<file path="src/rtl/avg_decimator.sv">
// Block-average decimator: sums 2^LOG2_N accepted samples and emits their
// floored mean through a one-entry valid/ready output register.
module avg_decimator #(
    parameter int unsigned LOG2_N = 3
) (
    input  logic               clk,
    input  logic               reset_n,
    input  logic signed [15:0] d,
    input  logic               d_valid,
    input  logic               clr,
    output logic signed [15:0] q,
    output logic               q_valid,
    input  logic               q_ready,
    output logic               overrun
);

    localparam int unsigned DW = 16;
    localparam int unsigned AW = DW + LOG2_N;

    typedef enum logic {
        ST_EMPTY = 1'b0,
        ST_FULL  = 1'b1
    } state_t;

    state_t                r_state;
    state_t                w_state_nxt;
    logic signed [AW-1:0]  r_acc;
    logic [LOG2_N-1:0]     r_cnt;
    logic signed [DW-1:0]  r_q;
    logic signed [DW-1:0]  w_q_nxt;
    logic                  r_overrun;
    logic                  w_overrun_nxt;

    logic                  w_accept;
    logic                  w_last;
    logic                  w_complete;
    logic                  w_handshake;
    logic signed [AW-1:0]  w_sum;
    logic signed [DW-1:0]  w_result;

    // Accept/completion decode and running sum including the current sample
    assign w_accept    = d_valid & ~clr;
    assign w_last      = (r_cnt == {LOG2_N{1'b1}});
    assign w_complete  = w_accept & w_last;
    assign w_handshake = (r_state == ST_FULL) & q_ready;
    assign w_sum       = r_acc + {{LOG2_N{d[DW-1]}}, d};
    // Arithmetic shift by LOG2_N then truncate to 16 bits equals the top 16 bits
    assign w_result    = w_sum[AW-1 -: DW];

    // Accumulator and block counter
    always_ff @(posedge clk or negedge reset_n) begin
        if (!reset_n) begin
            r_acc <= '0;
            r_cnt <= '0;
        end else if (clr || w_complete) begin
            r_acc <= '0;
            r_cnt <= '0;
        end else if (w_accept) begin
            r_acc <= w_sum;
            r_cnt <= r_cnt + LOG2_N'(1);
        end
    end

    // Output register state, data and sticky overrun
    always_ff @(posedge clk or negedge reset_n) begin
        if (!reset_n) begin
            r_state   <= ST_EMPTY;
            r_q       <= '0;
            r_overrun <= 1'b0;
        end else begin
            r_state   <= w_state_nxt;
            r_q       <= w_q_nxt;
            r_overrun <= w_overrun_nxt;
        end
    end

    // Next-state logic for the EMPTY/FULL output register
    always_comb begin
        w_state_nxt   = r_state;
        w_q_nxt       = r_q;
        w_overrun_nxt = r_overrun;
        case (r_state)
            ST_EMPTY: begin
                if (w_complete) begin
                    w_state_nxt = ST_FULL;
                    w_q_nxt     = w_result;
                end
            end
            ST_FULL: begin
                if (w_complete) begin
                    if (w_handshake) begin
                        w_q_nxt = w_result;
                    end else begin
                        w_overrun_nxt = 1'b1;
                    end
                end else if (w_handshake) begin
                    w_state_nxt = ST_EMPTY;
                end
            end
            default: begin
                w_state_nxt = ST_EMPTY;
            end
        endcase
    end

    assign q       = r_q;
    assign q_valid = (r_state == ST_FULL);
    assign overrun = r_overrun;

endmodule
</file>
<file path="config.mk">
export PLATFORM = sky130hd
export DESIGN_NAME = avg_decimator
export DESIGN_NICKNAME = d
export VERILOG_FILES = /design/src/rtl/avg_decimator.sv
export SDC_FILE = /design/constraint.sdc
export NUM_CORES = 1
export LEC_CHECK = 0
export ABC_CLOCK_PERIOD_IN_PS = 2610
export CAP_MARGIN = 20
export CORE_ASPECT_RATIO = 0.7
export CORE_MARGIN = 8
export CORE_UTILIZATION = 48
export DETAILED_ROUTE_END_ITERATION = 16
export PLACE_DENSITY_LB_ADDON = 0.15
export SYNTH_ARGS = -nofsm -noshare
export SYNTH_HDL_FRONTEND = slang
export SYNTH_SLANG_ARGS = --single-unit
</file>
<file path="constraint.sdc">
create_clock -name clk -period 2.61 [get_ports clk]
set_input_delay 0.261 -clock clk [delete_from_list [all_inputs] [get_ports clk]]
set_output_delay 0.261 -clock clk [all_outputs]
set_load 0.01 [all_outputs]
</file>
==> results.md, run 1 <==
- Drc violations: 0
- Clock transition at the registers of the reported paths: 70 ps
- Number of cells upsized or downsized after cts: 0
- Unique cell type count in the Yosys netlist: 45
- Setup repair bufs after CTS: 0
- Starting density of the core: 50.57%
- Sw Ratio: 32.06%
- Synthesis Warnings: 0
- Clk root buf: sky130_fd_sc_hd__clkbuf_8
- Chip height: 75.71 um
- Launching element type of the critical path: primary input
- Clock network fraction of total power: 24.0%
- Weighted congestion at the end of routability-driven global placement: 0.8852
- Clock tree sinks: 40
- Share of synthesized area occupied by flip-flops and latches: 40.94%
- Fraction of final layout cells sized beyond drive strength 1: 16.46%
- Async set or reset register ratio after synthesis: 100.0%
- RSZ-0062 raised after global routing: no
- Total power divided by cell area: 552.5 nW/um2
- Placed wire-length estimate after detailed placement: 4700 um
- Iteration-0 DRC Markers: 134
- Post-Place Worst Slack: -218.8 ps
- Area growth from synthesis to layout: 30.76%
- Flops & latches, synth: 40
- Port Buf Inserts: 38
- Data required time of the worst path: 2830 ps
- Combined area of all synthesized cells: 2445 um2
- Endpoint type of the worst setup path: flip-flop
- GRT Resource Usage Total: 17.35%
- Cell count after placement: 377
- Number of vias per cell: 5.462
- Final-report hold violation count: 0
- TritonCTS clock tree: built
- Static Leakage: 1.610 nW
- Count of flip-flops with a built-in enable after synthesis: 0
- Time the worst path needs with I/O delays and setup: 2521 ps
- Count of filler cells inserted in the layout: 407
- Routed WL per cell: 16.01 um
- Setup-violating endpoint count in the final report: 0
- Worst-Skew Late Latency: 290 ps
- ANT nets after route: 0
- Clk_skew: 2.809 ps
- Synth area leaders: sky130_fd_sc_hd__dfrtp_1, sky130_fd_sc_hd__ha_1, sky130_fd_sc_hd__nand2_1, sky130_fd_sc_hd__a22o_1, sky130_fd_sc_hd__a21o_1
- Count of final max-slew check failures: 0
- Synthesized Nets: 288
- Critical path class: primary input to flip-flop
- Core region area: 4835 um2
- Overall power of the completed layout: 1.766 mW
- Fin nets: 357
- Worst-case headroom to the max-slew limit: 40.92%
- Total clock buffers created by CTS: 5
- Sum of overflow across all layers after global routing: 0
- CTS H-tree lvls: 2
- Largest area contributor in the synthesized netlist: sky130_fd_sc_hd__dfrtp_1
- Most common cell after layout, fill and taps aside: sky130_fd_sc_hd__dfrtp_1
- Total inserted antenna cells: 0
- Post-layout instance area: 3197 um2
- Max Buffers Root-to-Sink: 2
- Combinational share of power: 36.2%
- Crit path DAT: 2740 ps
- Count of vias placed by the detailed router: 2103
- Hold slack final: 87.77 ps
- Std cell rows: 21
- Wire length reported by the detailed router: 6163 um
- Hold WC Path Type: primary input to async pin
- Max FO, Critical Path: 4
- Count of mapped cells out of synthesis: 246
- Most used DFF post-synth: sky130_fd_sc_hd__dfrtp_1
- Max Freq: 396.7 MHz
- Die W: 101.3 um
- P_sw: 0.5663 mW
- Wire length of the first global-routing pass: 10320 um
- Status: finished clean
- Initial antenna violation count: 0
- Portion of the clock cycle consumed by the worst path in the final layout: 96.58%
- Maximum number of pins on one net before global-route repair: 41
- Drt pass-1 iters: 4
- Cell area after placement: 3107 um2
- Number of primary I/O pins: 39
- Transition at the pin with the smallest max-transition slack: 886.1 ps
- Leading cell types in the layout, fill and taps excluded: sky130_fd_sc_hd__dfrtp_1, sky130_fd_sc_hd__clkdlybuf4s50_1, sky130_fd_sc_hd__nand2_1
- Setup WS post-layout: 89.14 ps
- Number of global-route vias before repair: 2081
- Internal portion of total power: 1.200 mW
- Worst IR drop on VDD: 0.2637 mV
- Area share of the largest cell type after synthesis: 40.94%
- Per-instance average area after synthesis: 9.938 um2
- Cts hold-fix bufs: 0
- Final std cells w/o fill: 385
- Register share of total power: 39.8%
- Die area: 7669 um2
- Number of maximum-capacitance constraint violations: 0
-- cells by family (layout without fill, tap and decap cells) --
kind of cell             after synthesis  after routing  synth area share [%]
AO/OA/AOI/OAI                         81             81                 23.49
XOR/XNOR                              11             11                 3.941
adder cells (fa/ha/maj)               21             21                 11.05
buffers and inverters                  9             79                 1.689
flip-flops                            40             40                 40.94
multiplexers                           7              7                 3.122
AND/OR/NAND/NOR                       77             77                 15.76
-- critical path, stage by stage --
cell                              delay [ps]
sky130_fd_sc_hd__clkdlybuf4s50_1         410
sky130_fd_sc_hd__ha_1                    230
sky130_fd_sc_hd__fa_1                    400
sky130_fd_sc_hd__a21o_1                  200
sky130_fd_sc_hd__a221o_2                 380
sky130_fd_sc_hd__nor3b_1                 150
sky130_fd_sc_hd__a41o_1                  210
sky130_fd_sc_hd__or3_1                   340
sky130_fd_sc_hd__a31oi_1                 160
-- state kept, by name, indices dropped and copies added (netlist names) --
register and cells:
r_acc 19, q_valid 1, q 16, overrun 1
r_cnt 3
-- cell usage after synthesis (6+ instances only) --
cell type / instances
sky130_fd_sc_hd__a21oi_1: 14
sky130_fd_sc_hd__o21ai_0: 13
sky130_fd_sc_hd__nand2_1: 34
sky130_fd_sc_hd__xnor2_1: 6
sky130_fd_sc_hd__a22o_1: 14
sky130_fd_sc_hd__nor2_1: 11
sky130_fd_sc_hd__dfrtp_1: 40
sky130_fd_sc_hd__a21o_1: 12
sky130_fd_sc_hd__ha_1: 20
-- through the flow --
step | setup TNS (ps) | utilization, %
3_3_place_gp | -768.5 | 64.26
2_1_floorplan | 0 | -
4_1_cts | 0 | 66.12
6_report | 0 | 66.12
5_1_grt | 0 | 66.12
3_5_place_dp | -916.2 | 64.26
-- final timing paths --
check / from / endpoint / slack (ps) / cells after the start
min: reset_n / r_acc[17] / 90 / 1
max reg2reg: r_acc[0] / q[15] / 100 / 8
min in group clk: q[2] / q[2] / 470 / 2
max: d[0] / q[15] / 90 / 9
max in group asynchronous: reset_n / q[8] / 1970 / 1
min reg2reg: q[2] / q[2] / 470 / 2
-- final cells by class --
cell class / instances / area (um2) / area share [%]
multi-input combinational: 197 / 1408 / 44.03
sequential: 40 / 1001 / 31.31
timing repair buffer: 68 / 600.6 / 18.79
clock buffer: 8 / 90.09 / 2.818
tap: 69 / 86.33 / 2.701
inverter: 3 / 11.26 / 0.3523
-- layer usage --
layer  vias to the layer above  global-route usage [%]  share of wire [%]
li1                       1051                       -                  -
met1                       988                   24.77                 52
met2                        57                   25.58                 42
met3                         7                   3.923                5.3
met4                         0                   4.762               0.96
met5                         -                       0                  0
-- power by group through the flow --
stage | logic [mW] | registers, mW | clock network [mW]
finish | 0.639 | 0.703 | 0.424
global route | 0.704 | 0.710 | 0.468
CTS | 0.633 | 0.702 | 0.437
detailed placement | 0.627 | 0.714 | 0
global placement | 0.617 | 0.713 | 0
floorplan | 0.401 | 0.707 | 0
Note: power is estimated with default switching activity, not from simulation.
==> run 2, diff against run 1 <==
Settings changed: CAP_MARGIN 20 to default, CORE_MARGIN 8 to 10.
==> run 2 against run 1 <==
Net effect: register-to-register slack better by 40 ps; clock skew up 5.6 ps; count of clock-buffer cells in the layout fell by 2; combinational power barely moved; cell count decreased by 0.78%; total power is 1.0% lower; critical path type unchanged; largest cell class unchanged; largest power group unchanged.
==> results.md, run 2 (synthesis gave the netlist of run 1 again) <==
- Status: finished clean
- Std cell rows: 21
- Count of final max-slew check failures: 0
- Crit path DAT: 2680 ps
- Start point of the critical path: d[0]
- Sum of overflow across all layers after global routing: 0
- Cell count after placement: 375
- Clk_skew: 8.457 ps
- Post-layout instance area: 3177 um2
- Critical path class: primary input to flip-flop
- Transition at the pin with the smallest max-transition slack: 898.6 ps
- Initial antenna violation count: 0
- Slowest Stage Delay on Critical Path: 400 ps
- Total power divided by cell area: 550.2 nW/um2
- Worst path buffer plus inverter count: 2
- Reg2Reg Launch Point: r_acc[0]
- CTS H-tree lvls: 2
- Total clock buffers created by CTS: 5
- Static Leakage: 1.594 nW
- Portion of the clock cycle consumed by the worst path in the final layout: 94.69%
- Setup Total Neg Slack: 0 ps
- Drt pass-1 iters: 4
- Launching element type of the critical path: primary input
- RSZ-0062 raised after global routing: no
- Total inserted antenna cells: 0
- Leading cell types in the layout, fill and taps excluded: sky130_fd_sc_hd__dfrtp_1, sky130_fd_sc_hd__clkdlybuf4s50_1, sky130_fd_sc_hd__nand2_1
- Fin nets: 355
- Wire length reported by the detailed router: 6366 um
- Weighted congestion at the end of routability-driven global placement: 0.8851
- GRT Resource Usage Total: 16.02%
- Placed wire-length estimate after detailed placement: 4807 um
- Number of primary I/O pins: 39
- Worst-path cell with the longest stage delay: sky130_fd_sc_hd__clkdlybuf4s50_1
- Clock transition at the registers of the reported paths: 80 ps
- Port Buf Inserts: 38
- ANT nets after route: 0
- Maximum number of pins on one net before global-route repair: 41
- Max FO, Critical Path: 4
- Number of vias per cell: 5.620
- Fraction of final layout cells sized beyond drive strength 1: 16.61%
- Most common cell after layout, fill and taps aside: sky130_fd_sc_hd__dfrtp_1
- Post-Place Worst Slack: -281.2 ps
- Final std cells w/o fill: 382
- End-of-flow core utilization: 65.35%
- Final-report hold violation count: 0
- Chip height: 79.71 um
- Overall power of the completed layout: 1.748 mW
- Worst-Skew Late Latency: 300 ps
- Max Buffers Root-to-Sink: 2
- Category of cells accounting for the largest share of critical-path delay: compound AO/OA/AOI/OAI gates
- Hold slack final: 86.38 ps
- Endpoint type of the worst setup path: flip-flop
- Clock tree sinks: 40
- Number of maximum-capacitance constraint violations: 0
- Hold WC Path Type: primary input to async pin
- Max Freq: 404.6 MHz
- Worst-case headroom to the max-slew limit: 40.09%
- Flip-flop count of the largest register after layout: 19
- Die area: 8393 um2
- Count of vias placed by the detailed router: 2147
- Drc violations: 0
- Cell area after placement: 3092 um2
- Area growth from synthesis to layout: 29.94%
- Core region area: 4861 um2
- TritonCTS clock tree: built
- Iteration-0 DRC Markers: 106
- Cells along the critical path: clkdlybuf4s50_1 > ha_1 > fa_2 > a21o_1 > a221o_2 > nor3b_1 > a41o_1 > buf_4 > nor3_2 > a2bb2oi_1
- Cts hold-fix bufs: 0
- Largest reg by FF count: r_acc
- Data required time of the worst path: 2820 ps
- Setup WS post-layout: 138.5 ps
- Routed WL per cell: 16.66 um
- Number of global-route vias before repair: 2173
- Wire length of the first global-routing pass: 11030 um
- Setup-violating endpoint count in the final report: 0
- Worst IR drop on VDD: 0.2391 mV
- Starting density of the core: 50.30%
- Time the worst path needs with I/O delays and setup: 2471 ps
- Die W: 105.3 um
- Clk root buf: sky130_fd_sc_hd__clkbuf_8
## run 2: cell count changes in the layout (fill, tap and decap cells not counted)
cell	change
sky130_fd_sc_hd__fa_2	+1
sky130_fd_sc_hd__nor3_2	+1
sky130_fd_sc_hd__nor3_1	-1
sky130_fd_sc_hd__buf_4	-2
sky130_fd_sc_hd__fa_1	-1
sky130_fd_sc_hd__clkbuf_1	-1
sky130_fd_sc_hd__clkbuf_8	-1
sky130_fd_sc_hd__clkinv_2	+1
## run 2: cell type report
class / count / area (um2)
Fill cell: 408 / 1684
Multi-Input combinational cell: 197 / 1415
Sequential cell: 40 / 1001
Timing Repair Buffer: 66 / 585.6
Tap cell: 69 / 86.33
Clock buffer: 6 / 72.57
Inverter: 3 / 11.26
Clock inverter: 1 / 5.005
## run 2: timing repair
item / 4_1_cts / 5_1_grt
setup buffers: 0 / 0
resized for setup: 0 / 2
setup endpoints to repair: 0 / 3
## run 2: final timing paths
path | end | slack (ps) | depth (start not counted)
max | r_acc[18] | 140 | 10
min | q[1] | 90 | 1
max reg2reg | r_acc[18] | 140 | 9
min reg2reg | q[1] | 470 | 2
max in group asynchronous | q[11] | 1960 | 1
min in group clk | q[1] | 470 | 2
## run 2: metal layers
| metal | track usage (%) | routed length (um) | vias to the layer above |
|---|---|---|---|
| met5 | 0 | 0 | - |
| met4 | 3.689 | 51 | 0 |
| met3 | 4.194 | 370 | 5 |
| met2 | 24.16 | 2753 | 64 |
| met1 | 22.36 | 3191 | 1030 |
| li1 | - | - | 1048 |
## run 2: power breakdown
group          internal [mW]  switching, mW  leakage [nW]
Sequential             0.670         0.0352         0.544
Clock                  0.182          0.220        0.0410
Combinational          0.310          0.331          1.01
Total                   1.16          0.585          1.59
